## config.mk

```make
export PLATFORM = sky130hd
export DESIGN_NAME = axi4_dma_write
export DESIGN_NICKNAME = d
export VERILOG_FILES = /design/src/rtl/axi4_dma_write.sv
export SDC_FILE = /design/constraint.sdc
export NUM_CORES = 1
export LEC_CHECK = 0
export ABC_AREA = 1
export BUFFER_PORTS_ARGS = -buffer_cell sky130_fd_sc_hd__buf_4
export CORE_AREA = 2 2 318 320
export CTS_CLUSTER_SIZE = 40
export DETAILED_ROUTE_END_ITERATION = 7
export DIE_AREA = 0 0 320 322
export GPL_TIMING_DRIVEN = 0
export HOLD_SLACK_MARGIN = 0.1
export SKIP_CTS_REPAIR_TIMING = 1
export SYNTH_ARGS = -nofsm -noshare
export SYNTH_HDL_FRONTEND = slang
export SYNTH_SLANG_ARGS = --single-unit
```

## constraint.sdc

```tcl
create_clock -name clk -period 2.8 [get_ports clk]
set_clock_uncertainty 0.15 [all_clocks]
set_input_delay 0.28 -clock clk [delete_from_list [all_inputs] [get_ports clk]]
set_output_delay 0.28 -clock clk [all_outputs]
set_load 0.02 [all_outputs]
```

## src/rtl/axi4_dma_write.sv

```systemverilog
// AXI4 write-only DMA traffic engine: issues num_burst INCR bursts of counter-pattern data
// under an ap_start/ap_done handshake and reports the elapsed clocks of each run.
module axi4_dma_write (
    input  logic         clk,
    input  logic         reset,
    output logic         io_axi_awvalid,
    input  logic         io_axi_awready,
    output logic [63:0]  io_axi_awaddr,
    output logic         io_axi_awid,
    output logic [7:0]   io_axi_awlen,
    output logic [2:0]   io_axi_awsize,
    output logic [1:0]   io_axi_awburst,
    output logic         io_axi_wvalid,
    input  logic         io_axi_wready,
    output logic [511:0] io_axi_wdata,
    output logic [63:0]  io_axi_wstrb,
    output logic         io_axi_wlast,
    input  logic         io_axi_bvalid,
    output logic         io_axi_bready,
    input  logic         io_axi_bid,
    input  logic [1:0]   io_axi_bresp,
    input  logic [63:0]  io_start_addr,
    input  logic [7:0]   io_len_burst,
    input  logic [31:0]  io_num_burst,
    input  logic [7:0]   io_stride,
    output logic [31:0]  io_cnt_clk,
    input  logic         io_ap_start,
    output logic         io_ap_ready,
    output logic         io_ap_done,
    output logic         io_ap_idle
);
    typedef enum logic [1:0] {S_IDLE = 2'd0, S_RUN = 2'd1, S_DONE = 2'd2} state_t;

    state_t      state_q, state_d;
    logic [63:0] awaddr_q, awaddr_d;
    logic [7:0]  len_q, len_d;
    logic [31:0] num_q, num_d;
    logic [7:0]  stride_q, stride_d;
    logic [31:0] aw_cnt_q, aw_cnt_d;
    logic [31:0] w_burst_cnt_q, w_burst_cnt_d;
    logic [7:0]  beat_idx_q, beat_idx_d;
    logic [31:0] beat_cnt_q, beat_cnt_d;
    logic [31:0] b_cnt_q, b_cnt_d;
    logic [31:0] cnt_clk_q, cnt_clk_d;
    logic        aw_hs, w_hs;
    logic        unused_b;

    // B responses carry no information this engine acts on.
    assign unused_b = ^{io_axi_bid, io_axi_bresp};

    assign io_axi_awvalid = (state_q == S_RUN) && (aw_cnt_q < num_q);
    assign io_axi_wvalid  = (state_q == S_RUN) && (w_burst_cnt_q < num_q);
    assign io_axi_wlast   = io_axi_wvalid && (beat_idx_q == len_q);
    assign io_axi_awaddr  = awaddr_q;
    assign io_axi_awlen   = len_q;
    assign io_axi_awid    = 1'b0;
    assign io_axi_awsize  = 3'd6;
    assign io_axi_awburst = 2'b01;
    assign io_axi_wdata   = {16{beat_cnt_q}};
    assign io_axi_wstrb   = '1;
    assign io_axi_bready  = 1'b1;
    assign io_cnt_clk     = cnt_clk_q;
    assign io_ap_done     = (state_q == S_DONE);
    assign io_ap_ready    = (state_q == S_DONE);
    assign io_ap_idle     = (state_q == S_IDLE);
    assign aw_hs          = io_axi_awvalid && io_axi_awready;
    assign w_hs           = io_axi_wvalid && io_axi_wready;

    always_comb begin
        state_d       = state_q;
        awaddr_d      = awaddr_q;
        len_d         = len_q;
        num_d         = num_q;
        stride_d      = stride_q;
        aw_cnt_d      = aw_cnt_q;
        w_burst_cnt_d = w_burst_cnt_q;
        beat_idx_d    = beat_idx_q;
        beat_cnt_d    = beat_cnt_q;
        b_cnt_d       = b_cnt_q;
        cnt_clk_d     = cnt_clk_q;
        case (state_q)
            S_IDLE: begin
                if (io_ap_start) begin
                    state_d       = S_RUN;
                    awaddr_d      = io_start_addr;
                    len_d         = io_len_burst;
                    num_d         = io_num_burst;
                    stride_d      = io_stride;
                    aw_cnt_d      = '0;
                    w_burst_cnt_d = '0;
                    beat_idx_d    = '0;
                    beat_cnt_d    = '0;
                    b_cnt_d       = '0;
                    cnt_clk_d     = '0;
                end
            end
            S_RUN: begin
                cnt_clk_d = cnt_clk_q + 32'd1;
                // Running address equals start + aw_cnt*stride*64 modulo 2^64.
                if (aw_hs) begin
                    aw_cnt_d = aw_cnt_q + 32'd1;
                    awaddr_d = awaddr_q + {50'd0, stride_q, 6'd0};
                end
                if (w_hs) begin
                    beat_cnt_d = beat_cnt_q + 32'd1;
                    if (io_axi_wlast) begin
                        beat_idx_d    = '0;
                        w_burst_cnt_d = w_burst_cnt_q + 32'd1;
                    end else begin
                        beat_idx_d = beat_idx_q + 8'd1;
                    end
                end
                if (io_axi_bvalid && (b_cnt_q < num_q)) begin
                    b_cnt_d = b_cnt_q + 32'd1;
                end
                if (b_cnt_q == num_q) begin
                    state_d = S_DONE;
                end
            end
            S_DONE: state_d = S_IDLE;
            default: state_d = S_IDLE;
        endcase
    end

    always_ff @(posedge clk or negedge reset) begin
        if (!reset) begin
            state_q       <= S_IDLE;
            awaddr_q      <= '0;
            len_q         <= '0;
            num_q         <= '0;
            stride_q      <= '0;
            aw_cnt_q      <= '0;
            w_burst_cnt_q <= '0;
            beat_idx_q    <= '0;
            beat_cnt_q    <= '0;
            b_cnt_q       <= '0;
            cnt_clk_q     <= '0;
        end else begin
            state_q       <= state_d;
            awaddr_q      <= awaddr_d;
            len_q         <= len_d;
            num_q         <= num_d;
            stride_q      <= stride_d;
            aw_cnt_q      <= aw_cnt_d;
            w_burst_cnt_q <= w_burst_cnt_d;
            beat_idx_q    <= beat_idx_d;
            beat_cnt_q    <= beat_cnt_d;
            b_cnt_q       <= b_cnt_d;
            cnt_clk_q     <= cnt_clk_d;
        end
    end
endmodule

```

* Yosys cells after proc, flatten, opt, wreduce, memory -nomap -nowiden
Index checks and enable logic that the tools add are counted.
Storage, ports and cells: bits in registers 282, latch bits 0, RAM bits 0, bits in read-only memories 0, output and inout port bits 693, word-level logic and storage cells 67, memories 0
Cells by class: $add $sub $neg 7, multiply operators 0, div/mod/pow operators 0, magnitude comparators 3, eq/ne operators 10, shifts and indexed selects 0, muxes and demuxes 21, bitwise logic cells 0, reductions and logical operators 15
Operators with widths (count):
- 32-bit one-hot mux with 2 select lines | 5
- 32-bit 2-to-1 mux | 6
- 32-bit by 1-bit adder with 32-bit output, second input constant | 5
- 64-bit 2-to-1 mux | 2
- 64-bit one-hot mux with 2 select lines | 1
- 32-bit < comparator | 3
- 64-bit by 14-bit adder with 64-bit output | 1
- 32-bit == test | 1
- 8-bit 2-to-1 mux | 3
- 8-bit one-hot mux with 2 select lines | 1
- 3-bit AND reduction | 3
- 8-bit by 1-bit adder with 8-bit output, second input constant | 1
- 8-bit == test | 1
- 2-bit inequality test, second input constant | 4
- 1-bit logical AND | 6
- 2-bit AND reduction | 3
- 2-bit 2-to-1 mux | 2
- 2-bit by 1-bit inequality test with 1-bit output, second input constant | 2
- 2-bit one-hot mux with 2 select lines | 1
- 4-bit AND reduction | 1
- 2-bit by 1-bit == test with 1-bit output, second input constant | 1
- 2-bit == test, second input constant | 1
- 2-bit zero test | 1
- 2-bit nonzero test | 1

* Logic depth before layout (Yosys ltp)
Gate-level depths: netlist of run 1.
word-level depth 6, gate-level depth with buffers 17, gate-level depth less buffers 17

* Least setup slack after synthesis of run 1
No wires, ideal clock.
path kind reg2reg, start register awaddr_q[6], in the netlist io_axi_awaddr[6], end register awaddr_q[40], in the netlist io_axi_awaddr[40], arrival time 2.165 ns, data required time 2.533 ns, path slack 0.367 ns, cell stages (with the launch flop) 18, period minus slack after synthesis 2.433 ns, cells stage by stage dfrtp_1 > ha_1 > inv_1 > fa_1 > inv_1 > nand3_1 > nand2_1 > nand2_1 > nand2_1 > nand2_1 > nand2_1 > nand2_1 > nor2_1 > nand2_1 > nand3_1 > nand2_1 > nand2_1 > nand2_1
On the way: cells in the longest elaborated chain, start to end 3
Ends and longest elaborated chain:
- start: declaration | line 35 | logic [63:0] awaddr_q, awaddr_d;
- start signal: assignment | line 140 | awaddr_q <= awaddr_d;
- 64-bit by 14-bit adder with 64-bit output | line 102 | awaddr_d = awaddr_q + {50'd0, stride_q, 6'd0};
- 64-bit 2-to-1 mux | line 100 | if (aw_hs) begin
- 64-bit one-hot mux with 2 select lines | line 81 | case (state_q)
Every way passes these cells. The select of a mux whose other input is x is not followed. A chain may end at the register's enable or synchronous reset.

* Worst setup path in the final report of run 1
start register num_q[27], end output port io_axi_awvalid
On the way: cells in the longest elaborated chain, start to end 2
Ends and longest elaborated chain:
- start: declaration | line 37 | logic [31:0] num_q, num_d;
- start signal: assignment | line 142 | num_q <= num_d;
- 32-bit < comparator | line 51 | assign io_axi_awvalid = (state_q == S_RUN) && (aw_cnt_q < num_q);
- 1-bit logical AND | line 51
- end: declaration | line 6 | output logic io_axi_awvalid,
Every way passes these cells.

==> results.md, run 1 <==
- Final hold slack: 0.166 ns
- Final setup violating endpoints: 10
- Area grow syn2layout: 43.0%
- Antenna viol nets, final: 0
- All-layer global routing usage: 18.5%
- Vias per cell: 4.41
- Post-synth top cells: nand2_1 (1026), buf_4 (559), nand3_1 (293)
- CTS tree: yes
- Vias in the first global route: 23000
- Final Critical Period: 2.92 ns
- Cell area after layout: 34800 um2
- Clock sinks: 282
- Warnings, synthesis: 0
- Post-Syn Area: 24300 um2
- Reg2Reg Setup Slack: -0.01 ns
- Seq. cell area: 7070 um2
- Worst slew pin tran: 1.04 ns
- Max clock buf depth: 3
- Sequential power share: 34.6%
- R2r endpoint: b_cnt_q[2]$_DFFE_PN0P_
- Failing checks: setup timing
- CP startpoint: num_q[27]$_DFFE_PN0P_
- Die X: 320 um
- Tcrit/Tclk final: 104%
- Post-DP Area: 31800 um2
- Psw: 4.45 mW
- PortBufs: 739
- Critical Path Sink: io_axi_awvalid
- M1 GR Usage: 23.0%
- Detailed-route wire length: 102000 um
- Clk Latency, worst-skew pair: 0.58 ns
- H-tree levels: 2
- CP Capture Type: output port
- Grt total ovfl: 0
- Final non-filler cell total: 5821
- Maxcap violations: 0
- HP Class: input pin to async pin
- Distinct cells, synth: 51
- Synth top area share: 29.0%
- Clock network power share: 37.9%
- Comb pwr share: 27.5%
- RR Startpoint: num_q[29]$_DFFE_PN0P_
- Layout cell share with drive strength beyond 1: 33.6%
- Sw frac: 32.6%
- Row count: 116
- Worst-path clk slew: 0.06 ns
- First-pass GRT wire length: 146000 um
- # DRC: 0
- Leak: 18.7 nW
- Final Hold Viols: 0
- CTS buffer count: 38
- Worst R2R Path Depth: 14
- Layout Nets: 4725
- Final worst setup slack: -0.122 ns
- Seq/Total Area, Yosys: 29.0%
- Largest net degree at the start of global routing: 107
- Met2 Track Usage GR: 32.0%
- Pwr/cell area: 392 nW/um2
- Gpl congestion: 0.967
- Root buffer cell: clkbuf_16
- Met3 usage: 3.77%
- Startpoint Class: register
- Number of synthesized flops with an enable pin: 0
- Total chip power: 13.7 mW
- Maximum fanout along the worst path: 4
- FFs w/ async S/R, synth: 100%
- Starting Density: 24.5%
- Internal power: 9.21 mW
- Syn Inst Count: 3510
- I/O Pins: 814
- Via count: 25700
- Die area: 103000 um2
- Placed instance count: 5618
- Top Usage Layer GRT: met2
- Outcome: complete, but fails checks
- RSZ-0062 raised after global routing: yes
- Chip height: 322 um
- Most frequent cell after synthesis: nand2_1
- Most area-hungry cell type in the Yosys netlist: dfrtp_1
- Setup WS pre-CTS: -0.523 ns
- 1st-iter DRT viols: 1769
- #FFs+latches synth: 282
- DRT Pass-1 Iters: 8
- CP arrival: 2.49 ns
- Fillers: 10600
- Main flop type after synthesis: dfrtp_1
- Multi-input gate area: 12300 um2
- Core Region: 99600 um2
- Crit path required time: 2.37 ns
- Fmax: 0.342 GHz
- Kind of critical path: register to output port
- Largest cells by area after synthesis: dfrtp_1 (29%), buf_4 (17%), nand2_1 (16%), nand3_1 (6.0%), ha_1 (5.5%)
- Syn Area/Cell: 6.94 um2
- Slew Limit Fails: 0
- Average wire per standard cell: 17.6 um
- Slew margin rel.: 30.7%
- Initial antenna violation count: 5
- HPWL after detailed placement: 80500 um
- Peak VDD IR: 0.392 mV
[area by class of cell]
type / count / share of cell area [%]
diodes: 2 / 0.0144
inverters: 243 / 2.69
multi-input cells: 2398 / 35.2
clock buffers: 48 / 3.01
flip-flops and latches: 282 / 20.3
plain buffers: 656 / 13.5
repair buffers: 876 / 19.9
clock inverters: 18 / 0.679
well taps: 1298 / 4.66
[registers in the layout (all words and copies together) (netlist names)]
name,cells
aw_cnt_q,32
b_cnt_q,32
beat_cnt_q,32
beat_idx_q,8
io_axi_awaddr,64
io_axi_awlen,8
io_cnt_clk,32
num_q,32
state_q,2
stride_q,8
w_burst_cnt_q,32
[cells in the final DEF, fill, tap and decap left out, types with 8 or more instances in the layout]
cell and count:
o21ai_1 20, buf_6 15, clkbuf_16 39, nand2_1 1010, nand3_1 292, nor3_1 117
inv_1 225, nand4_1 67, nand2_2 14, xor2_1 91, buf_1 8, dfrtp_1 274
buf_2 15, xnor2_1 50, a21oi_1 61, inv_2 10, ha_1 101, dlygate4sd3_1 115
nor2_2 9, buf_4 1311, nor2_1 265, o21ai_0 113, clkbuf_1 48, nor4_1 22
nand3b_1 9, conb_1 71, clkbuf_2 13
[cells by family (layout without fill, tap and decap cells)]
logic type      count (synthesis)  in the layout  synth area share (%)
other cells                     2             73                0.0308
compound gates                223            223                  4.83
buf+inv                       899           1841                  22.8
simple gates                 1847           1847                  32.4
flops                         282            282                  29.0
mux                             7              7                 0.288
fa+ha+maj                     109            109                  5.63
xor+xnor                      141            141                  5.07
[per-stage QoR]
| step | setup TNS (ns) | utilization [%] |
|---|---|---|
| after floorplan | 0 | - |
| after global routing | -6.73 | 35.0 |
| final | -0.361 | 35.0 |
| after detailed placement | -28.66 | 32.0 |
| after global placement | -407.00 | 31.9 |
| after CTS | -33.59 | 33.3 |
[critical path, cell delays in order, from the launching register on]
cell,delay (ns)
dfrtp_1,0.36
inv_1,0.26
ha_1,0.31
a21oi_1,0.12
o21ai_0,0.10
a21o_1,0.19
a21oi_4,0.20
nand2_2,0.10
nor2_4,0.14
buf_6,0.15
[worst min-delay path by stage]
stage | slack, ns | to | from
3_3_place_gp | 0.32 | io_axi_awaddr[0]$_DFFE_PN0P_ | io_axi_awaddr[0]$_DFFE_PN0P_
4_1_cts | -0.41 | io_axi_awaddr[41]$_DFFE_PN0P_ | reset
6_report | 0.17 | io_axi_awaddr[41]$_DFFE_PN0P_ | reset
3_5_place_dp | 0.21 | io_axi_awaddr[41]$_DFFE_PN0P_ | reset
5_1_grt | 0.25 | io_axi_awaddr[41]$_DFFE_PN0P_ | reset
2_1_floorplan | -0.17 | aw_cnt_q[0]$_DFFE_PN0P_ | reset
[power groups by stage]
stage / clock (mW) / sequential (mW) / combinational, mW
after floorplan: 0 / 4.66 / 2.19
after global placement: 0 / 4.79 / 3.61
after detailed placement: 0 / 4.80 / 3.65
after CTS: 5.31 / 4.73 / 3.66
after global routing: 5.47 / 4.79 / 4.05
final: 5.18 / 4.72 / 3.76
[routing by layer]
metal	vias to the layer above	share of wire (%)
met2	1010	49
met4	4	3.0
met5	-	0.026
met1	11900	41
li1	12700	-
met3	156	7.5
No activity file was read; power rests on OpenSTA's default activity.
==> run 2, diff against run 1 <==
--- a/config.mk
+++ b/config.mk
@@ -5,12 +5,11 @@
 export SDC_FILE = /design/constraint.sdc
 export NUM_CORES = 1
 export LEC_CHECK = 0
-export ABC_AREA = 1
 export BUFFER_PORTS_ARGS = -buffer_cell sky130_fd_sc_hd__buf_4
-export CORE_AREA = 2 2 318 320
+export CORE_AREA = 2 2 317 319
 export CTS_CLUSTER_SIZE = 40
 export DETAILED_ROUTE_END_ITERATION = 7
-export DIE_AREA = 0 0 320 322
+export DIE_AREA = 0 0 319 321
 export GPL_TIMING_DRIVEN = 0
 export HOLD_SLACK_MARGIN = 0.1
 export SKIP_CTS_REPAIR_TIMING = 1
==> constraint.sdc (replaced) <==
create_clock -name clk -period 3 [get_ports clk]
set_clock_uncertainty 0.15 [all_clocks]
set_input_delay 0.3 -clock clk [delete_from_list [all_inputs] [get_ports clk]]
set_output_delay 0.3 -clock clk [all_outputs]
set_load 0.02 [all_outputs]
==> results.md, run 2 <==
- Outcome: complete, but fails checks
- Failing checks: setup timing
- Crit path required time: 2.55 ns
- Vias per cell: 4.62
- RSZ-0062 raised after global routing: yes
- Setup WS pre-CTS: -0.705 ns
- # DRC: 0
- Layout cell share with drive strength beyond 1: 47.4%
- HPWL after detailed placement: 74700 um
- Clk Latency, worst-skew pair: 0.56 ns
- Final setup violating endpoints: 80
- Most frequent cell after synthesis: buf_4
- Most area-hungry cell type in the Yosys netlist: dfrtp_1
- Complex-gate fraction of the synthesized area: 17.6%
- Final Critical Period: 3.19 ns
- Final Hold Viols: 0
- PortBufs: 739
- Most common cell after layout, fill and taps aside: buf_4
- CTS buffer count: 35
- Distinct cells, synth: 85
- Slew Limit Fails: 0
- Synth Area in Simple Gates: 18.2%
- Leak: 16.4 nW
- Grt total ovfl: 0
- I/O Pins: 814
- DRT Pass-1 Iters: 6
- CP Capture Type: output port
- Largest register FFs: 64
- Peak VDD IR: 0.410 mV
- Cell area after layout: 33200 um2
- Gpl congestion: 0.903
- Largest family of logic cells by synthesized area: buffers and inverters
- Warnings, synthesis: 0
- Worst-path clk slew: 0.06 ns
- Layout Nets: 3778
- Largest net degree at the start of global routing: 103
- Core Region: 99300 um2
- CTS tree: yes
- Seq/Total Area, Yosys: 32.8%
- #FFs+latches synth: 282
- Post-synthesis adder-cell area fraction: 6.38%
- Detailed-route wire length: 99600 um
- Syn Inst Count: 2531
- Syn Area/Cell: 8.49 um2
- Post-synthesis mux area share: 1.62%
- All-layer global routing usage: 17.7%
- Antenna viol nets, final: 0
- Worst slew pin tran: 1.24 ns
- Post-Syn Area: 21500 um2
- First-pass GRT wire length: 137000 um
- Finished Core Util: 33.5%
- Max clock buf depth: 3
- Area grow syn2layout: 54.7%
- Chip height: 321 um
- Slew margin rel.: 17.3%
- Post-synth top cells: buf_4 (555), dfrtp_1 (282), nand2_1 (277)
- Final worst setup slack: -0.191 ns
- Startpoint Class: register
- Average wire per standard cell: 20.4 um
- Xor-xnor portion of the synthesized cell area: 0.856%
- Pwr/cell area: 485 nW/um2
- Maxcap violations: 0
- Vias in the first global route: 19900
- CP arrival: 2.74 ns
- Clock sinks: 282
- Tcrit/Tclk final: 106%
- Via count: 22500
- Synth top area share: 32.8%
- Main flop type after synthesis: dfrtp_1
- Row count: 116
- Number of synthesized flops with an enable pin: 0
- Root buffer cell: clkbuf_16
- Most frequent cells in the layout: buf_4 (1327), nand2_1 (273), dfrtp_1 (258), a21oi_1 (150), o21ai_0 (115)
- Fmax: 0.313 GHz
- Die area: 102000 um2
- FFs w/ async S/R, synth: 100%
- 1st-iter DRT viols: 1709
- H-tree levels: 2
- Starting Density: 21.6%
- Initial antenna violation count: 12
- Maximum fanout along the worst path: 4
- Kind of critical path: register to output port
- HP Class: input pin to register
- Largest cells by area after synthesis: dfrtp_1 (33%), buf_4 (19%), ha_1 (6.3%), nand2_1 (4.8%), a21oi_1 (4.2%)
- Die X: 319 um
- Post-DP Area: 29000 um2
[run 2: final cells by class]
cell class                      count  area [um2]
Fill cell                       10300       66000
Clock buffer                       49        1010
Clock inverter                     12         184
Inverter                           59         248
Buffer                            656        4880
Sequential cell                   282        7100
Tap cell                         1298        1620
Timing Repair Buffer              914        7420
Multi-Input combinational cell   1600       10800
Antenna cell                        7        17.5
[run 2: logic make-up (layout without fill, tap and decap cells)]
family,count (synthesis),after routing
multiplexers,34,34
AO/OA/AOI/OAI,590,590
AND/OR/NAND/NOR,775,775
other,2,78
flip-flops,282,282
XOR/XNOR,21,21
adder cells (fa/ha/maj),109,109
buffers and inverters,718,1690
[run 2: worst paths after layout]
| check | startpoint | to | slack (ns) | cells after the start |
|---|---|---|---|---|
| worst max-delay path | num_q[1]$_DFFE_PN0P_ | io_axi_awvalid | -0.19 | 9 |
| worst min-delay path | io_start_addr[24] | io_axi_awaddr[24]$_DFFE_PN0P_ | 0.07 | 4 |
| worst max register to register | num_q[17]$_DFFE_PN0P_ | beat_cnt_q[27]$_DFFE_PN0P_ | -0.18 | 11 |
| worst min register to register | io_axi_awaddr[2]$_DFFE_PN0P_ | io_axi_awaddr[2]$_DFFE_PN0P_ | 0.33 | 2 |
| max in group asynchronous | reset | beat_cnt_q[17]$_DFFE_PN0P_ | 1.06 | 4 |
| min in group asynchronous | reset | io_axi_awaddr[49]$_DFFE_PN0P_ | 0.12 | 2 |
[run 2: metrics by stage]
| step | cells | setup TNS, ns | power (mW) | hold WS, ns |
|---|---|---|---|---|
| after global routing | 4874 | -16.62 | 16.9 | 0.103 |
| after detailed placement | 4639 | -85.70 | 11.0 | 0.214 |
| final | 4877 | -6.78 | 16.1 | 0.0683 |
| after floorplan | 2600 | 0 | 8.48 | -0.146 |
| after CTS | 4700 | -91.22 | 15.6 | -0.394 |
| after global placement | 4637 | -441.04 | 10.9 | 0.318 |
[run 2: critical path, stage by stage (launching register included)]
cell and delay, ns:
dfrtp_1 0.39, inv_4 0.12, ha_4 0.22, a2111oi_4 0.38, o21ai_2 0.11, a211oi_2 0.32
o21bai_1 0.17, a21oi_1 0.09, nor2_2 0.17, buf_6 0.20
[run 2: power by group]
| group | switching [mW] | total (mW) | leakage (nW) | internal (mW) |
|---|---|---|---|---|
| Combinational | 3.21 | 6.25 | 12.4 | 3.03 |
| Clock | 1.85 | 4.56 | 0.579 | 2.70 |
| Sequential | 0.971 | 5.31 | 3.50 | 4.34 |
[run 2: metal layers]
layer  GRT usage [%]  routed length, um
met2            30.2              48200
met5               0                 60
met3            3.54               8090
met4            5.32               3190
met1            22.6              40100
